**src/rtl/mult4u_pkg.sv**
```systemverilog
// rtl/mult4u_pkg.sv - shared widths and FSM state type for the dual-pass multiplier scheduler
package mult4u_pkg;

    localparam int OP_W   = 4;
    localparam int PROD_W = 8;
    localparam int ERR_W  = 8;

    typedef enum logic [1:0] {
        IDLE  = 2'd0,
        PASS1 = 2'd1,
        PASS2 = 2'd2,
        HOLD  = 2'd3
    } state_t;

endpackage

```
**src/rtl/mult4u_core.sv**
```systemverilog
// rtl/mult4u_core.sv - combinational 4x4 unsigned multiplier core
module mult4u_core
    import mult4u_pkg::*;
(
    input  logic [OP_W-1:0]   a_i,
    input  logic [OP_W-1:0]   b_i,
    output logic [PROD_W-1:0] prod_o
);

    // Operands widened first so the full 8-bit product is kept.
    assign prod_o = PROD_W'(a_i) * PROD_W'(b_i);

endmodule

```
**src/rtl/mult4u_dual_sched.sv**
```systemverilog
// rtl/mult4u_dual_sched.sv - two-requester round-robin scheduler around one multiplier with optional swapped-operand self-check
module mult4u_dual_sched
    import mult4u_pkg::*;
#(
    parameter bit CHECK_EN = 1'b1
)
(
    input  logic              clk,
    input  logic              rst,
    input  logic              req0_valid,
    input  logic [OP_W-1:0]   req0_a,
    input  logic [OP_W-1:0]   req0_b,
    output logic              req0_ready,
    input  logic              req1_valid,
    input  logic [OP_W-1:0]   req1_a,
    input  logic [OP_W-1:0]   req1_b,
    output logic              req1_ready,
    output logic              rsp_valid,
    input  logic              rsp_ready,
    output logic              rsp_id,
    output logic [PROD_W-1:0] rsp_prod,
    output logic              rsp_err,
    output logic [ERR_W-1:0]  err_cnt,
    output logic              busy
);

    state_t              state_q, state_d;
    logic                ptr_q, ptr_d;
    logic [OP_W-1:0]     a_q, a_d, b_q, b_d;
    logic                id_q, id_d;
    logic [PROD_W-1:0]   p1_q, p1_d;
    logic [PROD_W-1:0]   rsp_prod_q, rsp_prod_d;
    logic                rsp_id_q, rsp_id_d;
    logic                rsp_err_q, rsp_err_d;
    logic [ERR_W-1:0]    err_cnt_q, err_cnt_d;

    logic                grant_any, grant_id, accept;
    logic [OP_W-1:0]     core_a, core_b;
    logic [PROD_W-1:0]   core_prod;

    // Round-robin grant: pointer breaks ties, a lone requester always wins.
    always_comb begin
        grant_any = req0_valid | req1_valid;
        grant_id  = (req0_valid && req1_valid) ? ptr_q : req1_valid;
    end

    assign req0_ready = (state_q == IDLE) && !rst && grant_any && !grant_id;
    assign req1_ready = (state_q == IDLE) && !rst && grant_any &&  grant_id;
    assign accept     = req0_ready | req1_ready;

    // The second pass feeds the same core with swapped operands.
    assign core_a = (state_q == PASS2) ? b_q : a_q;
    assign core_b = (state_q == PASS2) ? a_q : b_q;

    mult4u_core u_core (
        .a_i    (core_a),
        .b_i    (core_b),
        .prod_o (core_prod)
    );

    // Next-state and datapath update; response registers only change on entry to HOLD.
    always_comb begin
        state_d    = state_q;
        ptr_d      = ptr_q;
        a_d        = a_q;
        b_d        = b_q;
        id_d       = id_q;
        p1_d       = p1_q;
        rsp_prod_d = rsp_prod_q;
        rsp_id_d   = rsp_id_q;
        rsp_err_d  = rsp_err_q;
        err_cnt_d  = err_cnt_q;
        case (state_q)
            IDLE: begin
                if (accept) begin
                    a_d     = grant_id ? req1_a : req0_a;
                    b_d     = grant_id ? req1_b : req0_b;
                    id_d    = grant_id;
                    ptr_d   = ~grant_id;
                    state_d = PASS1;
                end
            end
            PASS1: begin
                p1_d = core_prod;
                if (CHECK_EN) begin
                    state_d = PASS2;
                end else begin
                    rsp_prod_d = core_prod;
                    rsp_id_d   = id_q;
                    rsp_err_d  = 1'b0;
                    state_d    = HOLD;
                end
            end
            PASS2: begin
                rsp_prod_d = p1_q;
                rsp_id_d   = id_q;
                rsp_err_d  = (core_prod != p1_q);
                if ((core_prod != p1_q) && (err_cnt_q != {ERR_W{1'b1}})) begin
                    err_cnt_d = err_cnt_q + ERR_W'(1);
                end
                state_d = HOLD;
            end
            HOLD: begin
                if (rsp_ready) begin
                    state_d = IDLE;
                end
            end
            default: state_d = IDLE;
        endcase
    end

    // State and datapath registers with synchronous reset that also drops any in-flight operation.
    always_ff @(posedge clk) begin
        if (rst) begin
            state_q    <= IDLE;
            ptr_q      <= 1'b0;
            a_q        <= '0;
            b_q        <= '0;
            id_q       <= 1'b0;
            p1_q       <= '0;
            rsp_prod_q <= '0;
            rsp_id_q   <= 1'b0;
            rsp_err_q  <= 1'b0;
            err_cnt_q  <= '0;
        end else begin
            state_q    <= state_d;
            ptr_q      <= ptr_d;
            a_q        <= a_d;
            b_q        <= b_d;
            id_q       <= id_d;
            p1_q       <= p1_d;
            rsp_prod_q <= rsp_prod_d;
            rsp_id_q   <= rsp_id_d;
            rsp_err_q  <= rsp_err_d;
            err_cnt_q  <= err_cnt_d;
        end
    end

    assign rsp_valid = (state_q == HOLD);
    assign rsp_prod  = rsp_prod_q;
    assign rsp_id    = rsp_id_q;
    assign rsp_err   = rsp_err_q;
    assign err_cnt   = err_cnt_q;
    assign busy      = (state_q != IDLE);

endmodule
```
**config.mk**
```make
export PLATFORM = sky130hd
export DESIGN_NAME = mult4u_dual_sched
export DESIGN_NICKNAME = d
export VERILOG_FILES = /design/src/rtl/mult4u_pkg.sv /design/src/rtl/mult4u_core.sv /design/src/rtl/mult4u_dual_sched.sv
export SDC_FILE = /design/constraint.sdc
export NUM_CORES = 1
export LEC_CHECK = 0
export ABC_AREA = 1
export BUFFER_PORTS_ARGS = -buffer_cell sky130_fd_sc_hd__buf_4
export CORE_ASPECT_RATIO = 1.25
export CORE_MARGIN = 1
export CORE_UTILIZATION = 60
export CTS_CLUSTER_DIAMETER = 30
export CTS_CLUSTER_SIZE = 28
export DETAILED_ROUTE_END_ITERATION = 10
export PLACE_DENSITY_LB_ADDON = 0.05
export SLEW_MARGIN = 20
export SYNTH_ARGS = -nofsm -noshare
export SYNTH_HDL_FRONTEND = slang
export SYNTH_HIERARCHICAL = 1
export SYNTH_SLANG_ARGS = --single-unit
```
**constraint.sdc**
```tcl
create_clock -name clk -period 6.55 [get_ports clk]
set_clock_uncertainty 0.15 [all_clocks]
set_input_delay 0.9825 -clock clk [delete_from_list [all_inputs] [get_ports clk]]
set_output_delay 0.9825 -clock clk [all_outputs]
set_load 0.02 [all_outputs]
```
==> flow_metrics.tcl, run 1 <==
set metrics [dict create \
    critPathCaptureType "register" \
    yosysTopAreaCellShare_pct 32.1 \
    detail_route.wl_per_cell_microns 10.5 \
    rsz0062_at_grt "no" \
    crit_start "state_q[0]" \
    drv_cap 0 \
    fin_crit_ns 4.96 \
    synth.avg_cell_area_sq_um 6.74 \
    fillCellCount 319 \
    initial_utilization_pct 62.5 \
    cts_htree_levels 2 \
    cts-root-buf "clkbuf_8" \
    syn_nets 394 \
    worst-path-buf-inv 3 \
    setup_ws_ns 1.59 \
    dieArea_sq_um 4200 \
    drive_above_1_share_pct 14.1 \
    cp_common_cell "nand2_1" \
    relSlewSlack_pct 57.3 \
    vias 2200 \
    place_congestion 0.907 \
    n_antenna_cell 0 \
    final_nets 431 \
    yosysWarnings 6 \
    worstPathCellList "inv_1 -> ha_2 -> inv_1 -> o21ai_0 -> nand2_1 -> fa_1 -> inv_1 -> fa_1 -> fa_1 -> nand3_1 -> nand2_1 -> xor2_1 -> xnor2_1 -> nand2_1 -> nor2_1 -> nand2_1 -> nand3_2 -> nand2_1 -> nand2_1 -> nor2_1" \
    grt-busiest-layer "met2" \
    portBuffers 42 \
    clock_latency_ns 0.28 \
    cts_sinks 38 \
    crit_type "reg2reg" \
    synth_top_cells_by_count "nand2_1 (102), inv_1 (55), dfxtp_1 (38)" \
    required_ns 6.59 \
    core_area_sq_um 3780 \
    grt_pass1_wl_microns 7910 \
    route.detailed.drc 0 \
    status "completed" \
    cts_setup_buffers 0 \
    ys_types 25 \
    vias_per_cell 4.97 \
    critPathSlowestCell "ha_2" \
    syn-cell-area_sq_um 2370 \
    hp-class "reg2reg" \
    fin_util_pct 74.0 \
    placed_area_sq_um 2690 \
    clk_pin_slew_ns 0.07 \
    place_hpwl_microns 3540 \
    grt_pass1_vias 1946 \
    ir_drop_uv 213 \
    dp.cells 435 \
    num_rows 25 \
    cellPowerDensity_nw_per_um2 349 \
    netlist_top_cells_area "dfxtp_1 (32%), nand2_1 (16%), ha_1 (9.5%), inv_1 (8.7%), o21ai_0 (5.9%)" \
    finalInstanceArea_sq_um 2800 \
    cts_resized 0 \
    ys_ff_latch 38 \
    antenna_found_initial 0 \
    max_stage_delay_ns 0.55 \
    dr.pass1.iters 4 \
    track_usage_pct 24.2 \
    syn2layout_area_growth_pct 18.3 \
    worstPathArrival_ns 5.00 \
    synth.most_common_cell "nand2_1" \
    ys_dominant_reg_cell "dfxtp_1" \
    synth-seq-area-share_pct 32.1 \
    cts_buffers 5 \
    drtAntennaViolNets 0 \
    worst_path_dominant_cell_family "adder cells" \
    setup_viol 0 \
    tns_ns 0 \
    synth-edff-count 0 \
    gr-usage-met3_pct 6.24 \
    p_leak_uw 0.00148 \
    register_area_sq_um 761 \
    yosysTopAreaCell "dfxtp_1" \
    die_y_microns 72.2 \
    finalHoldViolations 0 \
    stdcell_count 443 \
    worst-path-max-fanout 35 \
    crit_path_start_kind "register" \
    routed_wirelength_microns 4670 \
    r2r-start "state_q[0]" \
    multi_input_area_sq_um 1340 \
    dpl_worst_slack_ns 1.15 \
    io_pins 43 \
    finalMaxSlewViolations 0 \
    min-delay-start "ptr_q" \
    cts_tree "yes" \
    gr-total-overflow 0 \
    grt_max_degree 36 \
    tightestPinTransition_ns 0.639 \
    cts_max_path_buffers 2 \
    met1_usage_pct 27.8 \
    min_period_over_period_pct 75.7 \
    drt-initial-drc-count 137 \
    fmax_mhz 202 \
    async_flop_share_pct 0 \
    grt_use_met2_pct 42.4 \
    hold_buffers 0 \
    fp.dieW_microns 58.2 \
    synth_cells 351 \
]
==> through the flow <==
step | hold slack [ns] | power, uW
after floorplan | 0.283 | 667
after global placement | 0.311 | 773
after detailed placement | 0.313 | 784
after CTS | 0.326 | 978
after global routing | 0.351 | 1050
final | 0.324 | 976
==> layout by cell type (no fill, tap or decap) <==
cell type and instances:
xor2_1 5, nand3b_1 1, nand3_1 7, a211oi_1 1, clkbuf_1 2, clkbuf_8 5, nand3_2 2, nand4_1 7
o21ai_0 28, inv_1 55, bufinv_16 1, inv_2 1, buf_4 42, a21oi_1 17, nor2_1 37, nand2_1 102
a21oi_2 1, xnor2_1 4, nor3_1 1, a21oi_4 1, ha_1 17, dfxtp_1 38, a31oi_1 8, fa_1 4
ha_2 1, o211ai_2 1
==> tightest hold or removal path: cells and delay by family, from the launching register on <==
family	cells	cell delay (ns)
flip-flops	1	0.30
buffers and inverters	1	0.06
AO/OA/AOI/OAI	1	0.06
==> sequential cells by signal (all words and copies together), names as in the netlist <==
signal / flops
a_q: 4
err_cnt: 8
ptr_q: 1
state_q: 2
p1_q: 8
rsp_err: 1
rsp_prod: 8
b_q: 4
rsp_id: 1
id_q: 1
==> layer usage <==
layer / share of wire, % / vias up / wire length (microns)
met3: 3.5 / 11 / 163
met5: 0 / - / 0
li1: - / 1173 / -
met1: 44 / 962 / 2070
met4: 2.2 / 0 / 104
met2: 50 / 54 / 2330
==> final cells by class <==
type	instances	area share [%]
Timing Repair Buffer	42	11.3
Tap cell	54	2.41
Inverter	56	7.51
Clock inverter	1	1.07
Multi-Input combinational cell	245	47.9
Clock buffer	7	2.73
Sequential cell	38	27.2
==> kinds of logic (layout without fill, tap and decap cells) <==
group | count (synthesis) | in the layout | synth area share [%]
flops | 38 | 38 | 32.1
fa+ha+maj | 22 | 22 | 12.9
buf+inv | 68 | 106 | 11.4
xor+xnor | 9 | 9 | 3.33
compound gates | 57 | 57 | 13.5
simple gates | 157 | 157 | 26.7
==> power by group <==
group          internal, uW  switching (uW)
registers               302            54.3
clock network           114            80.7
logic                   158             267
==> path summary, 6_finish.rpt <==
kind,to,slack [ns],depth (start not counted)
hold / removal,ptr_q,0.32,2
setup reg to reg,err_cnt[5],1.59,20
hold reg to reg,ptr_q,0.32,2
setup / recovery,err_cnt[5],1.59,20
(Power assumes the default switching activity.)
==> run 2, diff against run 1 <==
--- a/config.mk
+++ b/config.mk
@@ -5,11 +5,11 @@
 export SDC_FILE = /design/constraint.sdc
 export NUM_CORES = 1
 export LEC_CHECK = 0
-export ABC_AREA = 1
+export ABC_AREA = 0
 export BUFFER_PORTS_ARGS = -buffer_cell sky130_fd_sc_hd__buf_4
 export CORE_ASPECT_RATIO = 1.25
 export CORE_MARGIN = 1
-export CORE_UTILIZATION = 60
+export CORE_UTILIZATION = 50
 export CTS_CLUSTER_DIAMETER = 30
 export CTS_CLUSTER_SIZE = 28
 export DETAILED_ROUTE_END_ITERATION = 10
==> constraint.sdc (replaced) <==
create_clock -name clk -period 4.3 [get_ports clk]
set_clock_uncertainty 0.15 [all_clocks]
set_input_delay 0.645 -clock clk [delete_from_list [all_inputs] [get_ports clk]]
set_output_delay 0.645 -clock clk [all_outputs]
set_load 0.02 [all_outputs]
==> run 2 against run 1 <==
  * Global-route usage is 1.0 points lower
  * Count of clock-buffer cells in the layout down 2
  * Register-to-register slack got worse by 1.6 ns
  * Sequential cell count stayed put
  * Non-clock buffer count up 24
  * Sequential share of layout area is 2.6 points lower
  * Utilization is essentially flat
  * Sequential power rose by 14%
  * Setup slack got worse by 1.6 ns
  * Highest routed layer unchanged
  * Routed wire length grew 8.2%
  * The flow now finishes with violations (setup timing)
  * Synthesized area shrank 4.7%
  * Synthesized cell count shrank 32%
==> flow_metrics.tcl, run 2 <==
set metrics [dict create \
    hp-class "reg2reg" \
    mostFrequentLayoutCells "buf_4 (65), dfxtp_1 (37), nor2_1 (34)" \
    grt_pass1_wl_microns 8260 \
    p_leak_uw 0.00138 \
    synth_top_cells_by_count "dfxtp_1 (38), nor2_1 (34), mux2i_1 (19)" \
    fmax_mhz 231 \
    vias_per_cell 5.37 \
    syn2layout_area_growth_pct 37.6 \
    crit_type "reg2reg" \
    finalInstanceArea_sq_um 3100 \
    n_antenna_cell 0 \
    final_nets 344 \
    placed_area_sq_um 2800 \
    worstPathArrival_ns 4.36 \
    cts_max_path_buffers 2 \
    antenna_found_initial 0 \
    setup_ws_ns -0.0216 \
    gr-total-overflow 0 \
    violations "setup timing" \
    tns_ns -0.0543 \
    crit_end "err_cnt[2]" \
    critPathCaptureType "register" \
    cts_tree "yes" \
    dieArea_sq_um 4790 \
    status "finished with violations" \
    max_stage_delay_ns 0.59 \
    place_hpwl_microns 3590 \
    register_area_sq_um 762 \
    reg2regPathDepth 17 \
    synth_cells 237 \
    io_pins 43 \
    min-delay-start "id_q" \
    ys_dominant_reg_cell "dfxtp_1" \
    fin_util_pct 74.0 \
    relSlewSlack_pct 58.4 \
    syn_nets 280 \
    ir_drop_uv 351 \
    die_y_microns 77.1 \
    num_rows 26 \
    drv_cap 0 \
    synth.most_common_cell "dfxtp_1" \
    cp_common_cell "ha_4" \
    cellPowerDensity_nw_per_um2 403 \
    fp.dieW_microns 62.1 \
    dpl_worst_slack_ns -0.248 \
    netlist_top_cells_area "dfxtp_1 (34%), ha_1 (10%), mux2i_1 (8.4%), nor2_1 (5.7%), mux2_2 (4.0%)" \
    vias 1924 \
    cts_htree_levels 2 \
    ys_types 42 \
    initial_utilization_pct 53.8 \
    final_common_cell "buf_4" \
    crit_path_start_kind "register" \
    multi_input_area_sq_um 1600 \
    routed_wirelength_microns 5060 \
    required_ns 4.34 \
    rr_endpoint "err_cnt[2]" \
    ys_ff_latch 38 \
    worst-path-max-fanout 8 \
    rsz0062_at_grt "yes" \
    cts_buffers 5 \
    cts-root-buf "clkbuf_8" \
    dr.pass1.iters 4 \
    async_flop_share_pct 0 \
    cts_sinks 38 \
    drt-initial-drc-count 72 \
    core_area_sq_um 4200 \
    setup_viol 3 \
    clk_pin_slew_ns 0.08 \
    fin_crit_ns 4.32 \
    yosysWarnings 6 \
    synth.avg_cell_area_sq_um 9.52 \
    worstPathCellList "inv_2 -> ha_4 -> mux2_4 -> buf_4 -> and2_1 -> fa_1 -> ha_4 -> ha_4 -> o21ai_2 -> o2111ai_2 -> or3b_4 -> xnor2_2 -> nand2_2 -> o41ai_4 -> buf_4 -> nor3b_2 -> mux2_1" \
    finalHoldViolations 0 \
    grt_pass1_vias 1903 \
    fillCellCount 301 \
    syn-cell-area_sq_um 2260 \
    grt_max_degree 47 \
    place_congestion 0.849 \
    drtAntennaViolNets 0 \
    synth-seq-area-share_pct 33.7 \
    crit_start "state_q[0]" \
    r2r-start "state_q[0]" \
    clock_latency_ns 0.30 \
    critPathSlowestCell "fa_1" \
    hold_path_depth 2 \
    yosysTopAreaCellShare_pct 33.7 \
    route.detailed.drc 0 \
    r2r_slack_ns -0.02 \
    hold_buffers 0 \
    yosysTopAreaCell "dfxtp_1" \
    portBuffers 42 \
    detail_route.wl_per_cell_microns 14.1 \
    synth-edff-count 0 \
    finalMaxSlewViolations 0 \
    min_period_over_period_pct 101 \
    drive_above_1_share_pct 37.7 \
    track_usage_pct 23.2 \
    tightestPinTransition_ns 0.620 \
]
-- run 2: cell types whose count changed after synthesis, sizes merged, moves of 8 or more --
cell,before,now
inv,56,9
mux2,0,11
a222oi,0,8
o21ai,28,4
a21oi,19,6
nand2,102,12
and2,0,13
mux2i,0,19
-- run 2: layout make-up --
cell class	instances	share of cell area [%]
clock inverter	3	2.22
multi-input combinational	181	51.6
tap	56	2.26
clock buffer	5	2.22
inverter	9	1.09
timing repair buffer	66	16.1
sequential	38	24.5
-- run 2: per-layer routing --
metal  global-route usage (%)  vias to the layer above  wire length [microns]
li1                         -                      965                      -
met1                     26.4                      914                   2130
met2                     39.5                       34                   2680
met3                     4.89                       11                    125
met4                     10.2                        0                    123
met5                        0                        -                      0
-- run 2: power breakdown --
| part | leakage (uW) | switching [uW] | total (uW) | internal (uW) |
|---|---|---|---|---|
| combinational | 0.00100 | 242 | 472 | 230 |
| sequential | 0.000308 | 24.4 | 407 | 383 |
| clock | 0.0000683 | 141 | 373 | 233 |
-- run 2: worst max-delay path: cells and delay by family, from the launching register on --
family,cells,cell delay (ns)
mux,2,0.64
xor+xnor,1,0.15
buf+inv,3,0.41
compound gates,3,0.50
simple gates,4,0.73
fa+ha+maj,4,1.30
flops,1,0.33
-- run 2: through the flow --
step / hold slack (ns) / power, uW / cells
2_1_floorplan: 0.286 / 731 / 237
3_3_place_gp: 0.295 / 843 / 346
3_5_place_dp: 0.299 / 847 / 346
4_1_cts: 0.310 / 1260 / 358
5_1_grt: 0.337 / 1330 / 358
6_report: 0.308 / 1250 / 358
-- run 2: kinds of logic after synthesis --
family,share of synthesized area (%)
buffers and inverters,3.05
flip-flops,33.7
AO/OA/AOI/OAI,12.3
XOR/XNOR,4.27
adder cells (fa/ha/maj),13.5
multiplexers,13.9
AND/OR/NAND/NOR,19.2
-- run 2: timing repair --
action | CTS | global route
endpoints found under the setup margin | 8 | 9
pin swaps | 19 | 11
buffers inserted | 4 | 1
resized for setup | 16 | 5
cloned | 0 | 0
-- run 2: worst min path at each step --
stage	endpoint	slack, ns
after floorplan	id_q	0.29
after global placement	id_q	0.29
after detailed placement	id_q	0.30
after CTS	id_q	0.31
after global routing	id_q	0.34
final	id_q	0.31
